==> src/rtl/fp_ctrl_pkg.sv <==
// Shared types and constants for the FP long-op (FDIV.S / FSQRT.S) controller.
package fp_ctrl_pkg;

  typedef enum logic [1:0] {
    IDLE = 2'd0,
    BUSY = 2'd1,
    WB   = 2'd2,
    DROP = 2'd3
  } longop_state_t;

  localparam logic [31:0] FP_CANONICAL_NAN = 32'h7FC0_0000;

  localparam logic [6:0] OPC_OP_FP    = 7'b1010011;
  localparam logic [4:0] FUNCT5_FDIV  = 5'b00011;
  localparam logic [4:0] FUNCT5_FSQRT = 5'b01011;

  localparam logic [2:0] RM_RNE = 3'b000;
  localparam logic [2:0] RM_RTZ = 3'b001;
  localparam logic [2:0] RM_RDN = 3'b010;
  localparam logic [2:0] RM_RUP = 3'b011;
  localparam logic [2:0] RM_RMM = 3'b100;
  localparam logic [2:0] RM_DYN = 3'b111;

endpackage

==> src/rtl/fp_watchdog_counter.sv <==
// Watchdog timer for the long-op BUSY phase. Down-counter loaded on clear;
// expired flags the cycle in which the limit-th enabled cycle is being spent.
module fp_watchdog_counter #(
  parameter int CNT_W = 7
) (
  input  logic             clk,
  input  logic             reset,
  input  logic             clear,
  input  logic             enable,
  input  logic [CNT_W-1:0] limit,
  output logic             expired
);

  logic [CNT_W-1:0] cnt_q;
  logic [CNT_W-1:0] cnt_d;

  // Reload on clear, otherwise count down toward terminal count while enabled.
  always_comb begin
    cnt_d = cnt_q;
    if (clear) begin
      cnt_d = limit - CNT_W'(1);
    end else if (enable && (cnt_q != '0)) begin
      cnt_d = cnt_q - CNT_W'(1);
    end
  end

  assign expired = enable && !clear && (cnt_q == '0);

  // Counter register.
  always_ff @(posedge clk or negedge reset) begin
    if (!reset) begin
      cnt_q <= '0;
    end else begin
      cnt_q <= cnt_d;
    end
  end

endmodule

==> src/rtl/fp_longop_controller.sv <==
// Sequencer for FDIV.S/FSQRT.S through the shared iterative FP unit.
// Optional watchdog enabled by defining FPLONG_WATCHDOG_EN.
//
// state | meaning
// IDLE  | no long op outstanding; accepts a new issue from EX
// BUSY  | unit iterating; waiting for unit_done (or watchdog expiry)
// WB    | result held on wb_* until wb_ready
// DROP  | after a watchdog NaN writeback, swallows the unit's late unit_done
module fp_longop_controller
  import fp_ctrl_pkg::*;
#(
  parameter int DATA_W     = 32,
  parameter int REG_ADDR_W = 5
`ifdef FPLONG_WATCHDOG_EN
  ,
  parameter int TIMEOUT_CYCLES = 64
`endif
) (
  input  logic                  clk,
  input  logic                  reset,
  input  logic                  ex_valid,
  input  logic                  ex_is_long,
  input  logic [REG_ADDR_W-1:0] ex_rd,
  input  logic [2:0]            ex_rm,
  input  logic [DATA_W-1:0]     ex_op_a,
  input  logic [DATA_W-1:0]     ex_op_b,
  input  logic                  flush,
  output logic                  unit_start,
  output logic [DATA_W-1:0]     unit_op_a,
  output logic [DATA_W-1:0]     unit_op_b,
  output logic [2:0]            unit_rm,
  input  logic                  unit_done,
  input  logic [DATA_W-1:0]     unit_result,
  output logic                  pipe_stall,
  output logic                  busy_rd_valid,
  output logic [REG_ADDR_W-1:0] busy_rd,
  output logic                  wb_valid,
  output logic [REG_ADDR_W-1:0] wb_rd,
  output logic [DATA_W-1:0]     wb_data,
  input  logic                  wb_ready,
  output logic                  err_timeout
);

  longop_state_t         state_q, state_d;
  logic                  unit_start_q, unit_start_d;
  logic [DATA_W-1:0]     op_a_q, op_a_d;
  logic [DATA_W-1:0]     op_b_q, op_b_d;
  logic [2:0]            rm_q, rm_d;
  logic                  busy_rd_valid_q, busy_rd_valid_d;
  logic [REG_ADDR_W-1:0] busy_rd_q, busy_rd_d;
  logic                  wb_valid_q, wb_valid_d;
  logic [REG_ADDR_W-1:0] wb_rd_q, wb_rd_d;
  logic [DATA_W-1:0]     wb_data_q, wb_data_d;
  logic                  drop_q, drop_d;
  logic                  issue;

  assign issue      = ex_valid & ex_is_long & ~flush;
  assign pipe_stall = (state_q != IDLE) | issue;

`ifdef FPLONG_WATCHDOG_EN
  localparam int WD_W = $clog2(TIMEOUT_CYCLES + 1);

  logic wd_expired;
  logic err_timeout_q, err_timeout_d;
  // Set when a NaN writeback went out while the unit still owes us a done.
  logic late_pend_q, late_pend_d;

  fp_watchdog_counter #(.CNT_W(WD_W)) u_watchdog (
    .clk     (clk),
    .reset   (reset),
    .clear   ((state_q == IDLE) && issue),
    .enable  (state_q == BUSY),
    .limit   (WD_W'(TIMEOUT_CYCLES)),
    .expired (wd_expired)
  );

  assign err_timeout = err_timeout_q;
`else
  assign err_timeout = 1'b0;
`endif

  // Next-state and registered-output logic.
  always_comb begin
    state_d         = state_q;
    unit_start_d    = 1'b0;
    op_a_d          = op_a_q;
    op_b_d          = op_b_q;
    rm_d            = rm_q;
    busy_rd_valid_d = busy_rd_valid_q;
    busy_rd_d       = busy_rd_q;
    wb_valid_d      = wb_valid_q;
    wb_rd_d         = wb_rd_q;
    wb_data_d       = wb_data_q;
    drop_d          = drop_q;
`ifdef FPLONG_WATCHDOG_EN
    err_timeout_d   = err_timeout_q;
    late_pend_d     = late_pend_q;
`endif
    case (state_q)
      IDLE: begin
        if (issue) begin
          op_a_d          = ex_op_a;
          op_b_d          = ex_op_b;
          rm_d            = ex_rm;
          busy_rd_d       = ex_rd;
          busy_rd_valid_d = 1'b1;
          unit_start_d    = 1'b1;
          drop_d          = 1'b0;
          state_d         = BUSY;
        end
      end
      BUSY: begin
        if (unit_done) begin
          // A flush arriving with the done still kills the writeback.
          if (drop_q || flush || (busy_rd_q == '0)) begin
            busy_rd_valid_d = 1'b0;
            drop_d          = 1'b0;
            state_d         = IDLE;
          end else begin
            wb_valid_d = 1'b1;
            wb_rd_d    = busy_rd_q;
            wb_data_d  = unit_result;
            state_d    = WB;
          end
        end
`ifdef FPLONG_WATCHDOG_EN
        else if (wd_expired) begin
          err_timeout_d = 1'b1;
          if (drop_q || flush || (busy_rd_q == '0)) begin
            busy_rd_valid_d = 1'b0;
            drop_d          = 1'b0;
            state_d         = IDLE;
          end else begin
            wb_valid_d  = 1'b1;
            wb_rd_d     = busy_rd_q;
            wb_data_d   = DATA_W'(FP_CANONICAL_NAN);
            late_pend_d = 1'b1;
            state_d     = WB;
          end
        end
`endif
        else if (flush) begin
          drop_d = 1'b1;
        end
      end
      WB: begin
`ifdef FPLONG_WATCHDOG_EN
        if (unit_done) begin
          late_pend_d = 1'b0;
        end
`endif
        if (wb_ready) begin
          wb_valid_d      = 1'b0;
          busy_rd_valid_d = 1'b0;
          state_d         = IDLE;
`ifdef FPLONG_WATCHDOG_EN
          if (late_pend_q && !unit_done) begin
            state_d = DROP;
          end
          late_pend_d = 1'b0;
`endif
        end
      end
      DROP: begin
        if (unit_done) begin
          state_d = IDLE;
        end
      end
      default: state_d = IDLE;
    endcase
  end

  // State and output registers; reset abandons any op in flight.
  always_ff @(posedge clk or negedge reset) begin
    if (!reset) begin
      state_q         <= IDLE;
      unit_start_q    <= 1'b0;
      op_a_q          <= '0;
      op_b_q          <= '0;
      rm_q            <= '0;
      busy_rd_valid_q <= 1'b0;
      busy_rd_q       <= '0;
      wb_valid_q      <= 1'b0;
      wb_rd_q         <= '0;
      wb_data_q       <= '0;
      drop_q          <= 1'b0;
`ifdef FPLONG_WATCHDOG_EN
      err_timeout_q   <= 1'b0;
      late_pend_q     <= 1'b0;
`endif
    end else begin
      state_q         <= state_d;
      unit_start_q    <= unit_start_d;
      op_a_q          <= op_a_d;
      op_b_q          <= op_b_d;
      rm_q            <= rm_d;
      busy_rd_valid_q <= busy_rd_valid_d;
      busy_rd_q       <= busy_rd_d;
      wb_valid_q      <= wb_valid_d;
      wb_rd_q         <= wb_rd_d;
      wb_data_q       <= wb_data_d;
      drop_q          <= drop_d;
`ifdef FPLONG_WATCHDOG_EN
      err_timeout_q   <= err_timeout_d;
      late_pend_q     <= late_pend_d;
`endif
    end
  end

  assign unit_start    = unit_start_q;
  assign unit_op_a     = op_a_q;
  assign unit_op_b     = op_b_q;
  assign unit_rm       = rm_q;
  assign busy_rd_valid = busy_rd_valid_q;
  assign busy_rd       = busy_rd_q;
  assign wb_valid      = wb_valid_q;
  assign wb_rd         = wb_rd_q;
  assign wb_data       = wb_data_q;

endmodule

==> config.mk <==
export PLATFORM = sky130hd
export DESIGN_NAME = fp_longop_controller
export DESIGN_NICKNAME = d
export VERILOG_FILES = /design/src/rtl/fp_ctrl_pkg.sv /design/src/rtl/fp_watchdog_counter.sv /design/src/rtl/fp_longop_controller.sv
export SDC_FILE = /design/constraint.sdc
export NUM_CORES = 1
export LEC_CHECK = 0
export BUFFER_PORTS_ARGS = -buffer_cell sky130_fd_sc_hd__buf_2
export CORE_MARGIN = 2
export CORE_UTILIZATION = 41
export CTS_CLUSTER_SIZE = 14
export DETAILED_ROUTE_END_ITERATION = 8
export PLACE_DENSITY = 0.76
export SYNTH_ARGS = -nofsm -noshare
export SYNTH_HDL_FRONTEND = slang
export SYNTH_HIERARCHICAL = 1
export SYNTH_SLANG_ARGS = --single-unit
==> constraint.sdc <==
create_clock -name clk -period 2 [get_ports clk]
set_clock_uncertainty 0.2 [all_clocks]
set_input_delay 0.2 -clock clk [delete_from_list [all_inputs] [get_ports clk]]
set_output_delay 0.2 -clock clk [all_outputs]
set_load 0.05 [all_outputs]
# Word level (Yosys, flattened, before mapping)
# Cells that the tools add are included.
totals:
  regBits: 115
  inputBits: 111
  elab_cells: 61
classes:
  eq_ne: 11
  mux: 20
  n_bitwise: 5
  reduce_logical: 14
op_table:
  columns: ["op", "count"]
  rows:
  - ["$ne 2x2->1 const B", 6]
  - ["$reduce_and 4->1", 3]
  - ["$mux 1", 11]
  - ["$mux 2", 5]
  - ["$pmux 2 s4", 1]
  - ["$ne 3x3->1 const B", 2]
  - ["$reduce_bool 2->1", 3]
  - ["$logic_not 5->1", 1]
  - ["$reduce_and 5->1", 1]
  - ["$eq 2x2->1 const B", 2]
  - ["$pmux 1 s2", 2]
  - ["$pmux 1 s3", 1]
  - ["$reduce_and 3->1", 1]
  - ["$reduce_bool 3->1", 1]
  - ["$and 1x1->1", 2]
  - ["$eq 2x1->1 const B", 1]
  - ["$logic_not 2->1", 1]
  - ["$logic_or 1x1->1", 2]
  - ["$not 1->1", 2]
  - ["$reduce_and 2->1", 1]
  - ["$or 1x1->1", 1]

# Depth between registers and ports, before layout
depth:
  depth_word: 5
  depth_mapped: 7
  mapped_depth_nobuf: 6

# Least setup slack after synthesis
# No wires, ideal clock.
synth_timing:
  path_type: "input to register"
  start: "input ex_valid"
  end: "register state_q[0]"
  arrival_time_ps: 2104
  required_ps: 1675
  path_slack_ps: -428
  stages: 4
  cell_sequence: "nand2_1 o21ai_0 o211ai_1 mux2_2"
synth_between:
  elab_chain_len: 4
synth_rtl:
  columns: ["item", "line_no", "source"]
  rows:
  - ["start, declared", "fp_longop_controller.sv:21", "input logic ex_valid,"]
  - ["$and 1x1->1 (2 in a row)", "fp_longop_controller.sv:57", "assign issue = ex_valid & ex_is_long & ~flush;"]
  - ["$ne 2x2->1 (no source line)", null, null]
  - ["$reduce_and 4->1 (no source line)", null, null]
  - ["end signal, assigned", "fp_longop_controller.sv:192", "state_q <= state_d;"]
  - ["end, declared", "fp_longop_controller.sv:44", "longop_state_t state_q, state_d;"]
# No other way between the ends.
# A chain may end at the register's enable or synchronous reset.

# Worst setup path in the final report
layout_timing:
  start: "register busy_rd_q[4] (netlist: busy_rd[4])"
  end: "register wb_data_q[24] (netlist: wb_data[24])"
layout_between:
  elab_chain_len: 4
layout_rtl:
  columns: ["item", "line_no", "source"]
  rows:
  - ["start, declared", "fp_longop_controller.sv:50", "logic [REG_ADDR_W-1:0] busy_rd_q, busy_rd_d;"]
  - ["start signal, assigned", "fp_longop_controller.sv:198", "busy_rd_q <= busy_rd_d;"]
  - ["$logic_not 5->1", "fp_longop_controller.sv:115", "if (drop_q || flush || (busy_rd_q == '0)) begin"]
  - ["$logic_or 1x1->1", "fp_longop_controller.sv:115", null]
  - ["$not 1->1 (no source line)", null, null]
  - ["$reduce_and 3->1 (no source line)", null, null]
  - ["end signal, assigned", "fp_longop_controller.sv:201", "wb_data_q <= wb_data_d;"]
  - ["end, declared", "fp_longop_controller.sv:53", "logic [DATA_W-1:0] wb_data_q, wb_data_d;"]
# No other way between the ends.

==> flow_summary_export.csv <==
group,metric,value,unit
global_routing,antenna_found_initial,1,
cts,cts_buffers,17,
die,dieHeight,108,um
detailed_routing,wl_per_cell,19.8,um
cts,clockBufferDepth,2,
die,coreArea,10400,um^2
critical_path,arrival,2.31,ns
detailed_routing,first_pass_iters,4,
critical_path,path_class,"register to register",
synth,synth_top_family_by_area,"multiplexers",
power_and_ir_drop,p_clk_share,19.4,%
timing,rsz0062_at_grt,"true",
synth,ys_seq_elements,115,
cts,cts_root_buf,"clkbuf_8",
synth,yosys-top-cells-area,"dfrtp_1 65%, mux2_1 28%, ha_1 1.4%",
power_and_ir_drop,p_leak,4.24,nW
power_and_ir_drop,total_power,15.6,mW
detailed_routing,drtIter0Drc,158,
placement,routabilityCongestion,0.728,
detailed_routing,totalWireLength,15600,um
critical_path,required,2.16,ns
cts,clk_pin_slew,0.05,ns
timing,finalWorstSetupSlack,-0.148,ns
timing,layout_min_cycle_time,2.15,ns
worst_hold_path,holdCritPathClass,"input port to asynchronous set/reset pin",
synth,synth_seq_area_share,64.9,%
timing,hold_violations,0,
die,start_util,42.6,%
placement,dp_hpwl,7530,um
placement,dp_slack,-0.113,ns
outcome,status,"complete, but fails checks",
global_routing,grt_pass1_wl,20100,um
timing,setup_violations,60,
power_and_ir_drop,power_density,1930,nW/um^2
synth,ys_async_sr_fraction,100,%
cts,clock_latency,0.49,ns
timing,worst_pin_slew,0.740,ns
power_and_ir_drop,power_frac_comb,53.7,%
die,rows,37,
critical_path,endpoint_kind,"register",
die,dieWidth,108,um
cells_and_area,finalNonFillerCells,786,
placement,port_buffers,223,
synth,yosysTopAreaCell,"dfrtp_1",
detailed_routing,via_count,3812,
synth,synth-edff-count,0,
cells_and_area,layout.nets,754,
synth,avgSynthCellArea,16.3,um^2
timing,post-route-period-util,107,%
synth,synthTopCellsByCount,"115 x dfrtp_1, 109 x mux2_1, 7 x buf_2, 5 x ha_1, 5 x inv_1",
synth,syn_area,4430,um^2
power_and_ir_drop,p_sw_share,47.1,%
timing,relSlewSlack,50.5,%
detailed_routing,route.detailed.drc,0,
timing,fin_setup_tns,-4.07,ns
critical_path,cp_max_fo,27,
synth,netlist_instances,272,
synth,synthAdderAreaFrac,1.41,%
run,drv_cap,0,
power_and_ir_drop,p_sw,7.34,mW
die,io_pins,225,
synth,yosysTopAreaCellShare,64.9,%
global_routing,first_global_vias,4056,
synth,synth_compound_area_share,1.38,%
global_routing,grt_usage,22.7,%
critical_path,critical_path.startpoint_type,"register",
synth,syn-num-nets,388,
timing,max_freq,465,MHz
placement,dp_cells,631,
synth,ys.flop_type,"dfrtp_1",
power_and_ir_drop,internal-power,8.25,mW
synth,yosysMostFrequentCell,"dfrtp_1",
global_routing,grt.overflow.total,0,
cells_and_area,drive_gt1_share,55.6,%
die,fp.dieArea,11700,um^2
power_and_ir_drop,seq_power_share,27.0,%
cts,cts_tree,"built",
detailed_routing,via_per_inst,4.85,
cells_and_area,area_delta_synth_final,82.4,%
global_routing,grt_start_max_net_pins,60,
power_and_ir_drop,ir_drop,1190,uV
synth,synth.distinct_cells,24,
timing,holdWs,0.108,ns
outcome,violations,"setup timing",
timing,slew_viol_final,0,
cells_and_area,fillCellCount,576,
cts,clock-sinks,115,
synth,synth_xor_area_share,0,%
synth,synthSimpleGateAreaFrac,1.50,%
synth,ys_warn_count,6,
detailed_routing,antenna_left,0,
synth,synth.area.mux_share,28.4,%
cts,h-tree-depth,4,
==> placed cells by master, fill, tap and decap left out, drive strengths merged, types with 2 or more instances in the layout <==
master | netlist | final
or3 | 1 | 2
nand2 | 3 | 3
inv | 5 | 5
nand2b | 2 | 2
dlygate4sd3 | 0 | 110
o211ai | 3 | 3
o21ai | 2 | 2
buf | 12 | 242
ha | 5 | 5
mux2 | 111 | 111
clkbuf | 1 | 32
dfrtp | 115 | 115
bufinv | 0 | 3
nor2 | 3 | 3
==> kinds of logic after synthesis <==
group           count (synthesis)
buf+inv                        18
other cells                     1
flops                         115
fa+ha+maj                       5
simple gates                   13
mux                           112
compound gates                  8
==> power by group through the flow <==
stage	sequential (mW)	combinational [mW]	clock [mW]
after global routing	4.32	8.69	3.19
after floorplan	8.11	1.28	0
final	4.20	8.37	3.02
after CTS	4.09	7.40	3.07
after global placement	4.04	7.07	0
after detailed placement	4.12	7.17	0
==> sequential cells by signal, indices dropped and copies added (netlist names) <==
signal	cells
wb_data	32
unit_op_a	32
busy_rd_valid	1
unit_rm	3
wb_rd	5
unit_op_b	32
unit_start	1
state_q	2
drop_q	1
busy_rd	5
wb_valid	1
==> repair_timing <==
action,CTS,global route
setup endpoints to repair,40,113
hold buffers,111,0
cloned,1,10
resized for setup,3,83
pin swaps,0,3
endpoints found under the hold margin,222,0
setup buffers,0,2
==> path summary, 6_finish.rpt <==
check / from / to / slack (ns) / depth (start not counted)
setup / recovery: busy_rd[4] / wb_data[24] / -0.15 / 4
hold / removal: reset / wb_data[11] / 0.11 / 3
setup reg to reg: busy_rd[4] / wb_data[24] / -0.15 / 4
hold reg to reg: wb_data[11] / wb_data[11] / 0.29 / 1
max in group asynchronous: reset / wb_data[7] / 0.36 / 3
min in group clk: ex_valid / state_q[1] / 0.19 / 5
==> routing by layer <==
metal	wire (um)	global-route usage, %	vias up
li1	-	-	1696
met1	5830	23.6	1875
met2	8210	42.4	193
met3	1030	6.33	48
met4	514	10.1	0
met5	0	0	-
==> critical path, stage by stage (launching register included) <==
cell and delay [ns]:
dfrtp_2 0.42, or4_4 0.54, o2111ai_4 0.23, buf_12 0.23
mux2_1 0.37
==> through the flow <==
stage,util (%),instance area [um^2]
final,77.6,8090
after global placement,56.0,5830
after CTS,72.7,7570
after global routing,77.6,8090
after detailed placement,56.0,5830
after floorplan,-,4470
==> cell type report <==
cell class / instances / area (um^2) / share of cell area (%)
Clock buffer: 26 / 498 / 6.16
Multi-Input combinational cell: 140 / 1770 / 21.9
Sequential cell: 115 / 2880 / 35.6
Timing Repair Buffer: 359 / 2650 / 32.7
Clock inverter: 4 / 95.1 / 1.18
Inverter: 5 / 21.3 / 0.263
Tap cell: 136 / 170 / 2.10
Antenna cell: 1 / 2.50 / 0.0309
Power figures use the tool's default switching activity.
